**config.mk**
```make
export PLATFORM = sky130hd
export DESIGN_NAME = quad_store_unit
export DESIGN_NICKNAME = d
export VERILOG_FILES = /design/src/rtl/pkg_ram.sv /design/src/rtl/quad_lshift.sv /design/src/rtl/quad_store_unit.sv
export SDC_FILE = /design/constraint.sdc
export NUM_CORES = 1
export LEC_CHECK = 0
export CAP_MARGIN = 5
export CORE_ASPECT_RATIO = 1.75
export CORE_MARGIN = 5
export CORE_UTILIZATION = 50
export DETAILED_ROUTE_END_ITERATION = 6
export PLACE_DENSITY = 0.82
export SKIP_CTS_REPAIR_TIMING = 1
export SLEW_MARGIN = 20
export SYNTH_ARGS = -nofsm -noshare
export SYNTH_HDL_FRONTEND = slang
export SYNTH_SLANG_ARGS = --single-unit
```
**constraint.sdc**
```tcl
create_clock -name clk -period 2.35 [get_ports clk]
set_input_delay 0.3525 -clock clk [delete_from_list [all_inputs] [get_ports clk]]
set_output_delay 0.3525 -clock clk [all_outputs]
set_load 0.03 [all_outputs]
```
**src/rtl/pkg_ram.sv**
```systemverilog
`default_nettype none
// ============================================================================
// Module      : pkg_ram
// Description : Quad RAM geometry, store size codes and store-unit FSM states.
// Revision    : 1.0 - initial release
// ============================================================================
package pkg_ram;

    localparam int RAM_QUAD_SIZE = 64;

    typedef logic [1:0] ram_size_t;

    localparam ram_size_t RAM_BYTE = 2'd0;
    localparam ram_size_t RAM_WORD = 2'd1;
    localparam ram_size_t RAM_LONG = 2'd2;
    localparam ram_size_t RAM_QUAD = 2'd3;

    typedef enum logic [2:0] {
        ST_IDLE  = 3'd0,
        ST_READ  = 3'd1,
        ST_WAIT  = 3'd2,
        ST_WRITE = 3'd3,
        ST_ERR   = 3'd4
    } store_state_t;

    function automatic logic [3:0] size_bytes(input ram_size_t size);
        return 4'd1 << size;
    endfunction

endpackage
`default_nettype wire

```
**src/rtl/quad_lshift.sv**
```systemverilog
`default_nettype none
// ============================================================================
// Module      : quad_lshift
// Description : Places right-aligned store data into its byte lanes of a quad.
// Revision    : 1.0 - initial release
// ============================================================================
module quad_lshift
    import pkg_ram::*;
(
    input  logic [RAM_QUAD_SIZE-1:0] data,
    input  logic [2:0]               offset,
    input  ram_size_t                size,
    output logic [RAM_QUAD_SIZE-1:0] shifted,
    output logic [RAM_QUAD_SIZE-1:0] mask
);

    logic [RAM_QUAD_SIZE-1:0] size_mask;
    logic [5:0]               bit_shift;

    always_comb begin
        size_mask = '0;
        case (size)
            RAM_BYTE: size_mask = 64'h0000_0000_0000_00FF;
            RAM_WORD: size_mask = 64'h0000_0000_0000_FFFF;
            RAM_LONG: size_mask = 64'h0000_0000_FFFF_FFFF;
            default:  size_mask = 64'hFFFF_FFFF_FFFF_FFFF;
        endcase
        bit_shift = {offset, 3'b000};
        mask      = size_mask << bit_shift;
        // Upper input bits are dropped before shifting so they never reach a lane.
        shifted   = (data & size_mask) << bit_shift;
    end

endmodule
`default_nettype wire

```
**src/rtl/quad_store_unit.sv**
```systemverilog
`default_nettype none
// ============================================================================
// Module      : quad_store_unit
// Description : Commits byte/word/long/quad stores to the quad RAM (RMW below quad).
// Revision    : 1.0 - initial release
// ============================================================================
module quad_store_unit
    import pkg_ram::*;
#(
    parameter  int ADDR_WIDTH      = 16,
    localparam int QUAD_ADDR_WIDTH = ADDR_WIDTH - 3
) (
    input  logic                       clk,
    input  logic                       rst_n,
    input  logic                       req_valid,
    output logic                       req_ready,
    input  logic [ADDR_WIDTH-1:0]      req_addr,
    input  logic [1:0]                 req_size,
    input  logic [RAM_QUAD_SIZE-1:0]   req_data,
    output logic                       done,
    output logic                       err,
    output logic                       ram_en,
    output logic                       ram_we,
    output logic [QUAD_ADDR_WIDTH-1:0] ram_addr,
    output logic [RAM_QUAD_SIZE-1:0]   ram_wdata,
    input  logic [RAM_QUAD_SIZE-1:0]   ram_rdata
);

    store_state_t             state_q, state_d;
    logic [ADDR_WIDTH-1:0]    addr_q, addr_d;
    ram_size_t                size_q, size_d;
    logic [RAM_QUAD_SIZE-1:0] data_q, data_d;
    logic [RAM_QUAD_SIZE-1:0] merged_q, merged_d;

    logic [RAM_QUAD_SIZE-1:0] shifted;
    logic [RAM_QUAD_SIZE-1:0] lane_mask;
    logic [3:0]               req_bytes;
    logic [3:0]               align_mask;
    logic                     misaligned;

    quad_lshift u_lshift (
        .data    (data_q),
        .offset  (addr_q[2:0]),
        .size    (size_q),
        .shifted (shifted),
        .mask    (lane_mask)
    );

    always_comb begin
        req_bytes  = size_bytes(req_size);
        align_mask = req_bytes - 4'd1;
        misaligned = |({1'b0, req_addr[2:0]} & align_mask);
    end

    always_comb begin
        state_d   = state_q;
        addr_d    = addr_q;
        size_d    = size_q;
        data_d    = data_q;
        merged_d  = merged_q;
        req_ready = 1'b0;
        done      = 1'b0;
        err       = 1'b0;
        ram_en    = 1'b0;
        ram_we    = 1'b0;
        ram_wdata = '0;

        case (state_q)
            ST_IDLE: begin
                req_ready = 1'b1;
                if (req_valid) begin
                    addr_d = req_addr;
                    size_d = req_size;
                    data_d = req_data;
                    if (misaligned) begin
                        state_d = ST_ERR;
                    end else if (req_size == RAM_QUAD) begin
                        // Full quad needs no read: the store data is the write word.
                        merged_d = req_data;
                        state_d  = ST_WRITE;
                    end else begin
                        state_d = ST_READ;
                    end
                end
            end
            ST_READ: begin
                ram_en  = 1'b1;
                state_d = ST_WAIT;
            end
            ST_WAIT: begin
                merged_d = (ram_rdata & ~lane_mask) | (shifted & lane_mask);
                state_d  = ST_WRITE;
            end
            ST_WRITE: begin
                ram_en    = 1'b1;
                ram_we    = 1'b1;
                ram_wdata = merged_q;
                done      = 1'b1;
                state_d   = ST_IDLE;
            end
            ST_ERR: begin
                err     = 1'b1;
                state_d = ST_IDLE;
            end
            default: state_d = ST_IDLE;
        endcase
    end

    assign ram_addr = addr_q[ADDR_WIDTH-1:3];

    always_ff @(posedge clk or negedge rst_n) begin
        if (!rst_n) begin
            state_q  <= ST_IDLE;
            addr_q   <= '0;
            size_q   <= RAM_BYTE;
            data_q   <= '0;
            merged_q <= '0;
        end else begin
            state_q  <= state_d;
            addr_q   <= addr_d;
            size_q   <= size_d;
            data_q   <= data_d;
            merged_q <= merged_d;
        end
    end

endmodule
`default_nettype wire
```
* Yosys cells after proc, flatten, opt, wreduce, memory -nomap -nowiden
Index checks and enable logic that the tools add are counted.
Word-level totals: flip-flop bits (word level) 149, bits of input ports 149, output and inout bits 82, word-level logic and storage cells 46
Cells by class: $add $sub $neg 1, equality and inequality tests 10, shift operators 3, mux-type cells 14, bitwise gates (word level) 6, reduce and logical (&&, ||, !) cells 7
Operators by type and width (number):
- 64-bit two-way mux | 4
- 64-bit AND | 3
- 64-bit one-hot mux with 3 select lines | 1
- 64-bit one-hot mux with 2 select lines | 1
- 64-bit by 6-bit left shift with 64-bit output | 2
- 64-bit NOT | 1
- 64-bit OR | 1
- 3-bit one-hot mux with 3 select lines | 1
- 3-bit by 2-bit equality test with 1-bit output, second input constant | 2
- 3-bit two-way mux | 2
- 2-bit inequality test, second input constant | 3
- 3-bit by 4-bit AND with 4-bit output | 1
- 2-bit equality test, second input constant | 2
- 1-bit two-way mux | 4
- 4-bit AND reduction | 1
- 4-bit OR reduction | 1
- 1-bit by 2-bit left shift with 4-bit output, first input constant | 1
- 4-bit by 1-bit subtractor with 4-bit output, second input constant | 1
- 3-bit by 1-bit equality test with 1-bit output, second input constant | 1
- 3-bit equality test, second input constant | 1
- 3-bit logical NOT | 1
- 2-bit by 1-bit equality test with 1-bit output, second input constant | 1
- 2-bit logical NOT | 1
- 2-bit two-way mux | 1
- 3 further kinds | 3

* Logic depth before layout (Yosys ltp)
Gate-level depths: netlist of the first run.
word-level depth 7, gate-level depth with buffers 8, mapped depth without buffers 5

* Modules after synthesis
Synthesis of the first run repeated with hierarchy kept, for this count alone.
Second synthesis, totals: cell total of the unflattened synthesis 1035, area total of the unflattened synthesis 10214.8 sq um
Modules (own cells, without submodules):
- quad_store_unit | instances 1, cells an instance 659, area an instance 7739.9 sq um, seq. area each 3728.6 sq um
- quad_lshift | instances 1, cells an instance 376, area an instance 2474.9 sq um, seq. area each 0.0 sq um

* Worst setup path after synthesis of the first run
OpenSTA, ideal clock, no wires.
path type register -> register, start point register state_q[0], end point register addr_q[10], setup time 0.125 ns, arrival time 2.124 ns, data required time 2.225 ns, slack 0.102 ns, stages on the path, launching flop included 8, buffers on the path 3, period minus slack after synthesis 2.248 ns, path through dfrtp_1 -> or2_4 -> nor2_1 -> and2_1 -> clkbuf_1 -> buf_4 -> buf_2 -> mux2_2
On the way: cells in the longest elaborated chain, start to end 2
RTL lines:
- start: declaration | RTL line quad_store_unit.sv:29 | store_state_t state_q, state_d;
- start signal: assignment | RTL line quad_store_unit.sv:119 | state_q <= state_d;
- 3-bit logical NOT | RTL line quad_store_unit.sv:68 | case (state_q)
- 2-bit AND reduction (no line)
- end signal: assignment | RTL line quad_store_unit.sv:120 | addr_q <= addr_d;
- end: declaration | RTL line quad_store_unit.sv:30 | logic [ADDR_WIDTH-1:0] addr_q, addr_d;
No other way between the ends. A chain may end at the register's enable or synchronous reset.

* Worst setup path in the final report of the first run
start point register addr_q[0], end point register merged_q[59]
On the way: cells in the longest elaborated chain, start to end 5, elaborated cells between the ends (all ways) 7, those cells by class shift (2); mux (1); bitwise (4)
RTL lines:
- 64-bit by 6-bit left shift with 64-bit output | RTL line quad_lshift.sv:29 | mask = size_mask << bit_shift;
- 64-bit NOT | RTL line quad_store_unit.sv:91 | merged_d = (ram_rdata & ~lane_mask) | (shifted & lane_mask);
- 64-bit AND | RTL line quad_store_unit.sv:91
- 64-bit OR * | RTL line quad_store_unit.sv:91
- 64-bit one-hot mux with 2 select lines * | RTL line quad_store_unit.sv:68
- end signal: assignment | RTL line quad_store_unit.sv:123 | merged_q <= merged_d;
- end: declaration | RTL line quad_store_unit.sv:33 | logic [RAM_QUAD_SIZE-1:0] merged_q, merged_d;
Every way passes the cells marked *; elsewhere a longest branch is shown, timed or not.

==> impl_metrics.tcl, run 1 <==
set metrics [dict create \
    async_flop_share_pct 100.0 \
    num_vias 8515 \
    grt_antenna_before_repair 1 \
    yosysWarnings 0 \
    synth_top_flop_cell "dfrtp_1" \
    synth_area_leaders "dfrtp_1 42%, mux2_2 11%, mux2i_1 5.5%" \
    max-cap-violations 0 \
    clkSinkCount 149 \
    area_delta_synth_final_pct 40.88 \
    slowest_stage "dfrtp_4" \
    grt_first_pass_wirelength_um 49240 \
    min_period_over_period_pct 94.70 \
    worst_path_most_repeated_cell "buf_4" \
    finalSetupViolations 0 \
    multi_input_comb_area_um2 4646 \
    skew_ns 0.008939 \
    postRouteAntennaNets 0 \
    cp.required_ns 2.64 \
    cp_max_fo 23 \
    path_clk_slew_ns 0.07 \
    grt_pass1_vias 8797 \
    critical_path.max_stage_delay_ns 0.58 \
    status "finished clean" \
    crit_buf_inv 2 \
    drc_errors 0 \
    final_core_util_pct 71.63 \
    syn_avg_cell_area_um2 9.840 \
    viasPerCell 6.321 \
    dp_worst_setup_slack_ns 0.01370 \
    clock_path_buffers 2 \
    synth_cell_types 47 \
    finalHoldViolations 0 \
    drt_iter0_drc 839 \
    path_delay_family "flip-flops" \
    tightest_slew_ns 0.7963 \
    slew_violations 0 \
    synthCells 902 \
    place_area_um2 11900 \
    hold_ws_ns 0.4179 \
    crit_arrival_ns 2.51 \
    grt_max_degree 77 \
    reg2reg_slack_ns 0.12 \
    fill_cells 1276 \
    syn_nets 1051 \
    cts_tree "done" \
    initial_core_util_pct 50.85 \
    finish.instance_area_um2 12500 \
    final_cell_mix "160 x clkdlybuf4s50_1, 148 x dfrtp_1, 120 x nand2_1, 87 x mux2_2, 72 x and3_1" \
    hpwl_um 24510 \
    grt-ovfl-total 0 \
    seqCellArea_um2 3732 \
    io-pin-count 231 \
    htree_num_levels 4 \
    cts-root-buf "clkbuf_16" \
    numCtsBuffers 17 \
    r2r-start "addr_q[0]$_DFFE_PN0P_" \
    finalCriticalPeriod_ns 2.226 \
    clk_latency_ns 0.43 \
    setup_slack_ns 0.1245 \
    die_h_um 186.3 \
    peakVddDrop_v 0.0008663 \
    max_slew_margin_pct 46.35 \
    yosys.area.top_type_share_pct 42.01 \
    wl_per_cell_um 24.04 \
    netlist_area_um2 8876 \
    gp_congestion 0.9917 \
    rsz0062_at_grt "no" \
    ys_seq_area_share_pct 42.01 \
    synth_edf_count 0 \
    cp_cell_sequence "buf_4, buf_4, mux4_2, a221oi_1, a311oi_1" \
    timing.fmax_mhz 449.3 \
    final_common_cell "clkdlybuf4s50_1" \
    yosysTopAreaCell "dfrtp_1" \
    crit_type "flip-flop to flip-flop" \
    r2r_cells 5 \
    crit_path_start "addr_q[0]$_DFFE_PN0P_" \
    die_x_um 110.7 \
    setup_tns_ns 0 \
    num-nets-final 1251 \
    r2r_end "merged_q[59]$_DFFE_PN0P_" \
    dr.pass1.iters 5 \
    cp-end-kind "flip-flop" \
    rows 64 \
    drive_above_1_share_pct 23.32 \
    p_per_area_nw_per_um2 1489 \
    p_leak_nw 5.250 \
    wirelength_um 32390 \
    cp-start-kind "flip-flop" \
    hp-class "input pin to async pin" \
    synth-seq-cells 149 \
    core-area_um2 17460 \
    grt_usage_pct 30.47 \
    portBuffers 230 \
    die_area_um2 20620 \
]
-- report_power, final --
group          internal, W  total, W  switching (W)
registers          0.00391   0.00529        0.00139
clock network      0.00151   0.00277        0.00126
logic              0.00478    0.0105        0.00577
total               0.0102    0.0186        0.00841
-- Yosys cell counts, drive strengths merged, types with 2 or more instances --
master   count
and3        72
mux2i       49
nor3b        2
a31o         2
a31oi       23
mux4         8
dfrtp      149
inv          2
a311oi       8
nor2b       21
o21ai       52
o221ai       6
mux2        87
o22ai       29
a221o        8
and2         7
nand3        9
o2bb2ai      7
a22oi        9
or2          4
a21oi       17
nor2        29
a211oi      26
nand2b       3
a32oi       15
buf         54
a221oi      21
clkbuf      46
nor3         4
o21a         3
nand2      121
o221a        2
-- metal layers --
metal,vias up,wire [um],track usage (%)
met5,-,0,0
met2,475,17600,56.18
met1,4141,11040,32.01
met3,138,1827,5.665
met4,0,1928,19.08
li1,3761,-,-
-- per-stage QoR --
stage                     power [W]  std cells
final                       0.01862       1347
after global routing        0.01949       1347
after CTS                   0.01844       1345
after detailed placement    0.01562       1313
after global placement      0.01539       1313
after floorplan             0.01144        902
-- cell families after synthesis --
group / Yosys count / share of synthesized area [%]
DFF: 149 / 42.01
AOI/OAI and AO/OA: 230 / 17.99
muxes: 144 / 18.59
and+or+nand+nor: 276 / 15.44
xor gates and xnor gates: 1 / 0.09869
buffers and inverters: 102 / 5.878
-- cell type report --
| type | instances | area share (%) |
|---|---|---|
| Multi-Input combinational cell | 651 | 37.15 |
| Sequential cell | 149 | 29.85 |
| Timing Repair Buffer | 281 | 25.93 |
| Clock buffer | 17 | 3.402 |
| Tap cell | 231 | 2.311 |
| Clock inverter | 15 | 1.281 |
| Inverter | 2 | 0.06004 |
| Antenna cell | 1 | 0.02001 |
-- registers in the layout, summed over array words and instances (netlist names) --
signal and cells:
size_q 2, state_q 3, data_q 64, addr_q 16, merged_q 64
-- worst max-delay path by stage --
stage	endpoint	depth (start not counted)
final	merged_q[59]$_DFFE_PN0P_	5
after global routing	merged_q[61]$_DFFE_PN0P_	5
after CTS	merged_q[59]$_DFFE_PN0P_	5
after detailed placement	merged_q[38]$_DFFE_PN0P_	7
after global placement	merged_q[38]$_DFFE_PN0P_	7
after floorplan	addr_q[10]$_DFFE_PN0P_	7
-- worst reg2reg max path, cell delays in order, from the launching register on --
cell and delay, ns:
dfrtp_4 0.58, buf_4 0.24, buf_4 0.27, mux4_2 0.54, a221oi_1 0.36, a311oi_1 0.09
No activity file was read; power rests on OpenSTA's default activity.
==> run 2, diff against run 1 <==
Settings changed: CORE_UTILIZATION 50 to 30, PLACE_DENSITY 0.82 to default.
==> impl_metrics.tcl, run 2 (synthesis gave the netlist of run 1 again) <==
set metrics [dict create \
    htree_num_levels 4 \
    crit_path_start "state_q[0]$_DFFE_PN0N_" \
    io-pin-count 231 \
    grt_usage_pct 21.27 \
    r2r-start "addr_q[0]$_DFFE_PN0P_" \
    clk_latency_ns 0.44 \
    finalHoldViolations 0 \
    drt_iter0_drc 620 \
    dr.pass1.iters 5 \
    skew_ns 0.009805 \
    core-area_um2 29290 \
    final_common_cell "clkdlybuf4s50_1" \
    grt_first_pass_wirelength_um 53540 \
    r2r_end "merged_q[51]$_DFFE_PN0P_" \
    dp_worst_setup_slack_ns 0.005333 \
    finalSetupViolations 0 \
    grt-ovfl-total 0 \
    num_vias 8335 \
    p_per_area_nw_per_um2 1479 \
    max-cap-violations 0 \
    path_clk_slew_ns 0.06 \
    p_leak_nw 5.497 \
    die_area_um2 33260 \
    final_cell_mix "160 x clkdlybuf4s50_1, 147 x dfrtp_1, 120 x nand2_1, 87 x mux2_2, 71 x and3_1" \
    finalCriticalPeriod_ns 2.291 \
    die_h_um 237.5 \
    cts-root-buf "clkbuf_16" \
    rows 83 \
    wl_per_cell_um 23.62 \
    max_slew_margin_pct 45.75 \
    area_delta_synth_final_pct 44.70 \
    r2r_cells 6 \
    postRouteAntennaNets 0 \
    viasPerCell 5.476 \
    grt_pass1_vias 8733 \
    tightest_slew_ns 0.8053 \
    dp_cells 1480 \
    peakVddDrop_v 0.0007459 \
    rsz0062_at_grt "no" \
    reg_top3 "data_q x64, merged_q x64, addr_q x16" \
    stdcell_count 1522 \
    die_x_um 140.0 \
    slew_violations 0 \
    cts_tree "done" \
    drive_above_1_share_pct 23.28 \
    setup_slack_ns 0.05941 \
    multi_input_comb_area_um2 4647 \
    clkSinkCount 149 \
    hpwl_um 28020 \
    status "finished clean" \
    grt_antenna_before_repair 6 \
    hold_ws_ns 0.3671 \
    crit_type "flip-flop to output pin" \
    drc_errors 0 \
    cp-end-kind "output pin" \
    wirelength_um 35960 \
    reg2reg_slack_ns 0.10 \
    crit_arrival_ns 1.94 \
    cp_max_fo 20 \
    grt_max_degree 50 \
    fill_cells 2908 \
    timing.fmax_mhz 436.6 \
    clock_path_buffers 2 \
    cp.required_ns 2.00 \
    cp-start-kind "flip-flop" \
    gp_congestion 0.9560 \
    seqCellArea_um2 3734 \
    hp-class "input pin to async pin" \
    min_period_over_period_pct 97.47 \
    initial_core_util_pct 30.31 \
    numCtsBuffers 17 \
    setup_tns_ns 0 \
    portBuffers 230 \
    num-nets-final 1270 \
]
## run 2: changes by cell type in the layout (fill, tap and decap cells not counted), sizes merged
cell / previous run / this run
diode: 1 / 6
dlymetal6s2s: 0 / 12
inv: 13 / 2
clkbuf: 17 / 28
clkinv: 2 / 3
buf: 120 / 127
clkinvlp: 1 / 0
## run 2: power breakdown
group,internal (W),switching [W]
sequential,0.00391,0.00146
clock,0.00156,0.00107
combinational,0.00511,0.00587
## run 2: final cells by class
type	count	area share [%]
inverters	2	0.05845
multi-input cells	651	36.18
well taps	382	3.721
diodes	6	0.1169
clock buffers	28	3.945
repair buffers	300	26.56
flip-flops and latches	149	29.07
clock inverters	4	0.3507
## run 2: worst max path at each step
stage / end / slack, ns
2_1_floorplan: addr_q[10]$_DFFE_PN0P_ / 0.10
3_3_place_gp: merged_q[49]$_DFFE_PN0P_ / 0.01
3_5_place_dp: merged_q[49]$_DFFE_PN0P_ / 0.005
4_1_cts: ram_wdata[54] / -0.23
5_1_grt: ram_wdata[25] / 0.01
6_report: ram_wdata[49] / 0.06
## run 2: routing by layer
layer  global-route usage [%]  share of wire (%)  vias up  routed length, um
li1                         -                  -     3806                  -
met1                    21.96                 35     4092              12580
met2                    39.68                 55      328              19850
met3                    3.684                4.2      109               1526
met4                    12.61                5.6        0               2003
met5                        0                  0        -                  0
## run 2: worst max-delay path, cell delays in order, from the launching register on
cell and delay [ns]:
dfrtp_1 0.43, nor2b_4 0.23, buf_4 0.22, buf_6 0.21, and3_1 0.26, buf_12 0.14
## run 2: stage by stage
step	area [um^2]	power, W	utilization (%)
finish	12840	0.01899	43.86
global route	12840	0.02002	43.86
CTS	12730	0.01885	43.45
detailed placement	12170	0.01614	41.57
global placement	12170	0.01599	41.57
floorplan	8876	0.01144	-
